### src/rtl/mem_arbiter_pkg.sv
// Shared definitions for the two-requester memory arbiter: FSM encoding and default address width.
package mem_arbiter_pkg;
  typedef enum logic [1:0] {
    IDLE  = 2'd0,
    ISSUE = 2'd1,
    RESP  = 2'd2
  } state_t;

  localparam int ADDR_W_DEF = 13;
endpackage

### src/rtl/mem_arbiter_pick.sv
// Grant decision for two requesters; on a tie the requester that was not granted last wins.
module mem_arb_pick (
  input  logic req0,
  input  logic req1,
  input  logic last,
  output logic grant,
  output logic valid
);
  assign valid = req0 | req1;
  assign grant = (req0 && req1) ? ~last : req1;
endmodule

### src/rtl/mem_arbiter.sv
// Two-requester arbiter for a single synchronous RAM port: IDLE -> ISSUE -> RESP, one access per 2 cycles.
// Define MEM_ARBITER_ROUND_ROBIN_EN for round-robin tie breaking; default is fixed priority to requester 0.
module mem_arbiter
  import mem_arbiter_pkg::*;
#(
  parameter int ADDR_W = ADDR_W_DEF
) (
  input  logic              clk,
  input  logic              reset_n,
  input  logic              req0,
  input  logic              req1,
  input  logic              we0,
  input  logic              we1,
  input  logic [ADDR_W-1:0] addr0,
  input  logic [ADDR_W-1:0] addr1,
  input  logic [7:0]        wdata0,
  input  logic [7:0]        wdata1,
  output logic              ack0,
  output logic              ack1,
  output logic              done0,
  output logic              done1,
  output logic [7:0]        rdata,
  output logic [ADDR_W-1:0] mem_addr,
  output logic [7:0]        mem_dataIn,
  output logic              mem_write,
  output logic              mem_strobe,
  input  logic [7:0]        mem_dataOut
);
  state_t     state;
  logic       win;
  logic       last;
  logic       gnt;
  logic       gnt_vld;
  logic       arb_en;
  logic [7:0] rdata_q;

  // Requests are only looked at outside ISSUE, so a req held across its own ack is a new request.
  assign arb_en = (state != ISSUE);

  mem_arb_pick u_pick (
    .req0  (req0),
    .req1  (req1),
    .last  (last),
    .grant (gnt),
    .valid (gnt_vld)
  );

`ifdef MEM_ARBITER_ROUND_ROBIN_EN
  logic last_q;
  always_ff @(posedge clk or negedge reset_n) begin
    if (!reset_n)                last_q <= 1'b1;
    else if (arb_en && gnt_vld)  last_q <= gnt;
  end
  assign last = last_q;
`else
  // Pinning last to 1 makes the picker award every tie to requester 0.
  assign last = 1'b1;
`endif

  always_ff @(posedge clk or negedge reset_n) begin
    if (!reset_n) begin
      state      <= IDLE;
      win        <= 1'b0;
      mem_addr   <= '0;
      mem_dataIn <= '0;
      mem_write  <= 1'b0;
      mem_strobe <= 1'b0;
      ack0       <= 1'b0;
      ack1       <= 1'b0;
      done0      <= 1'b0;
      done1      <= 1'b0;
      rdata_q    <= '0;
    end else begin
      mem_strobe <= 1'b0;
      mem_write  <= 1'b0;
      ack0       <= 1'b0;
      ack1       <= 1'b0;
      done0      <= 1'b0;
      done1      <= 1'b0;
      case (state)
        IDLE, RESP: begin
          if (state == RESP) rdata_q <= mem_dataOut;
          if (gnt_vld) begin
            win        <= gnt;
            mem_addr   <= gnt ? addr1 : addr0;
            mem_dataIn <= gnt ? wdata1 : wdata0;
            mem_write  <= gnt ? we1 : we0;
            mem_strobe <= 1'b1;
            ack0       <= ~gnt;
            ack1       <= gnt;
            state      <= ISSUE;
          end else begin
            state      <= IDLE;
          end
        end
        ISSUE: begin
          done0 <= ~win;
          done1 <= win;
          state <= RESP;
        end
        default: state <= IDLE;
      endcase
    end
  end

  // RAM data arrives in RESP; outside it the last captured value is held.
  assign rdata = (state == RESP) ? mem_dataOut : rdata_q;
endmodule

### config.mk
export PLATFORM = sky130hd
export DESIGN_NAME = mem_arbiter
export DESIGN_NICKNAME = d
export VERILOG_FILES = /design/src/rtl/mem_arbiter_pkg.sv /design/src/rtl/mem_arbiter_pick.sv /design/src/rtl/mem_arbiter.sv
export SDC_FILE = /design/constraint.sdc
export NUM_CORES = 1
export LEC_CHECK = 0
export ABC_AREA = 0
export BUFFER_PORTS_ARGS = -buffer_cell sky130_fd_sc_hd__buf_2
export CAP_MARGIN = 20
export CORE_MARGIN = 2
export CORE_UTILIZATION = 41
export DETAILED_ROUTE_END_ITERATION = 6
export PLACE_DENSITY_LB_ADDON = 0.3
export RECOVER_POWER = 25
export SETUP_SLACK_MARGIN = 0.02
export SYNTH_ARGS = -nofsm -noshare
export SYNTH_HDL_FRONTEND = slang
export SYNTH_SLANG_ARGS = --single-unit
### constraint.sdc
create_clock -name clk -period 1.5 [get_ports clk]
set_clock_uncertainty 0.2 [all_clocks]
set_input_delay 0 -clock clk [delete_from_list [all_inputs] [get_ports clk]]
set_output_delay 0 -clock clk [all_outputs]
set_load 0.05 [all_outputs]
==> qor.csv <==
metric;value;unit
yosys-top-cells-area;dfrtp_1 52%, a222oi_1 12%, inv_1 9.2%;
synth-seq-cells;37;
wire_per_inst;14.96;um
synth_nets;219;
die_y;70.09;um
fmax;600.8;MHz
cp_max_fo;14;
hpwl;2.908;mm
cts.sinks;37;
yosysSeqAreaShare;51.71;%
crit_type;reg2out;
viasPerCell;4.976;
yosysUniqueCellTypes;19;
antenna_left;0;
insertion_delay;0.28;ns
die_area;4912;um2
drive_above_1_share;41.03;%
p_sw_share;40.67;%
tritoncts;yes;
h-tree-depth;2;
synth_cells;163;
rrSetupSlack;-0.08;ns
grt-ovfl-total;0;
setup_viol;24;
grt_max_degree;18;
synth_area;1790;um2
fin_crit;1.664;ns
crit_path_start;state[0]$_DFF_PN0_;
critPathRequiredTime;1.30;ns
cts-root-buf;clkbuf_8;
cp.arrival;1.46;ns
grt_pass1_vias;1898;
die_w;70.09;um
p_int;2324;uW
synth_top_area_share;51.71;%
cts_made_buffers;5;
synth_area_leader_cell;dfrtp_1;
first_pass_iters;7;
tns;-1.741;ns
nFillCells;285;
dr.first_iter.drc_count;191;
grt_setup_unrepaired;true;
worst_pin_slew;0.7621;ns
track_usage;22.31;%
remaining_drc_errors;9;
rr_startpoint;state[0]$_DFF_PN0_;
p_clk_share;16.6;%
start_util;41.70;%
antenna_found_initial;0;
grt_pass1_wl;8.542;mm
io_buffers;90;
routabilityCongestion;0.7961;
finalHoldViolCount;0;
io_pins;91;
worst_slack;-0.1644;ns
core.rowCount;24;
slew_violations;0;
hp-class;in2async;
wirelength;5.701;mm
core;4294;um2
p_seq_share;33.5;%
reg2reg_depth;4;
violations;DRC, setup timing;
synth.avg_cell_area;10.98;um2
leakage;0.001685;uW
p_sw;1593;uW
hold_buffers;57;
start_kind;flop;
grt_use_met2;39.79;%
ir_drop;0.6243;mV
power_frac_comb;50.0;%
dp_slack;0.02773;ns
busiest_layer;met2;
grt_util_met1;24.11;%
final_nets;384;
yosys_warnings;0;
layout-area-overhead-vs-synth;78.41;%
status;finished, violations left;
cp-end-kind;output port;
met3_usage;5.195;%
antenna_cells;0;
finalCritPeriodShare;111.0;%
clock_path_buffers;2;
num_vias;1896;
path_clk_slew;0.07;ns
powerDensity;1226;nW/um2
relSlewSlack;49.19;%
maxCapViolCount;0;
timing repair:
action,CTS,global route
hold endpoints to repair,69,12
buffers inserted,3,7
gates resized for setup,18,17
endpoints found under the setup margin,9,42
cloned,2,2
pin swaps,1,4
flip-flops by register name, indices dropped and copies added, names as in the netlist:
signal,count
mem_addr,13
state,2
win,1
rdata_q,8
done1,1
ack1,1
mem_write,1
mem_dataIn,8
done0,1
ack0,1
cells in the final DEF (no fill, tap or decap), types with 2 or more instances in the layout:
master         count
nor2b_1            3
a222oi_1          21
clkinv_2           2
o21bai_4           4
and2_1             2
dfrtp_1           36
clkbuf_8           5
buf_4             13
buf_6             10
inv_1             44
nor2b_4            2
buf_8              4
nor2_1            20
mux2_4            10
clkbuf_1           2
buf_2             79
mux2_1             6
dlygate4sd3_1     56
area by class of cell:
| class | instances | area, um2 | share of cell area (%) |
|---|---|---|---|
| multi-input cells | 74 | 674.4 | 21.11 |
| well taps | 52 | 65.06 | 2.037 |
| inverters | 44 | 165.2 | 5.170 |
| flip-flops and latches | 37 | 927.1 | 29.02 |
| repair buffers | 166 | 1280 | 40.07 |
| clock inverters | 2 | 10.01 | 0.3134 |
| clock buffers | 6 | 72.57 | 2.272 |
critical path, stage by stage, from the launching register on:
cell and delay (ns):
dfrtp_2 0.42, nor2b_4 0.13, buf_12 0.16, mux2_4 0.31, buf_6 0.15
synthesized netlist by cell type, drive strengths merged:
library cell	count
buf	11
nor2b	5
a222oi	21
nand2	1
nand3b	1
a21oi	2
o21bai	1
nor2	21
and2	2
mux2	16
dfrtp	37
nand2b	1
inv	44
kinds of logic after synthesis:
| kind of cell | Yosys count | synth area share (%) |
|---|---|---|
| AO/OA/AOI/OAI | 24 | 13.35 |
| buffers and inverters | 55 | 14.40 |
| flip-flops | 37 | 51.71 |
| multiplexers | 16 | 12.16 |
| AND/OR/NAND/NOR | 31 | 8.386 |
power by group through the flow:
| stage | combinational [uW] | clock [uW] | sequential (uW) |
|---|---|---|---|
| after global placement | 1570 | 0 | 1330 |
| after global routing | 2050 | 728 | 1340 |
| after detailed placement | 1580 | 0 | 1330 |
| after floorplan | 814 | 0 | 1740 |
| after CTS | 1850 | 675 | 1310 |
| final | 1960 | 649 | 1310 |
metrics by stage:
stage                     util, %  area (um2)  total power, uW  cells  hold slack [ns]
after floorplan                 -        1797             2558    163          -0.4956
after global placement      53.55        2300             2894    303          -0.2943
after detailed placement    53.55        2300             2911    303          -0.2904
after CTS                   71.24        3059             3835    373          0.03695
after global routing        74.39        3194             4108    381           0.1688
final                       74.39        3194             3917    381           0.1221
path summary, 6_finish.rpt:
path / to
hold / removal: state[0]$_DFF_PN0_
max in group asynchronous: mem_dataIn[4]$_DFFE_PN0P_
min in group clk: state[1]$_DFF_PN0_
setup / recovery: rdata[7]
hold reg to reg: state[1]$_DFF_PN0_
setup reg to reg: mem_addr[0]$_DFFE_PN0P_
routing by layer:
metal  wire length, um  vias up
li1                  -      885
met5                 0        -
met4               178        0
met1              2060      880
met3               350       22
met2              3112      109
Power figures use the tool's default switching activity.
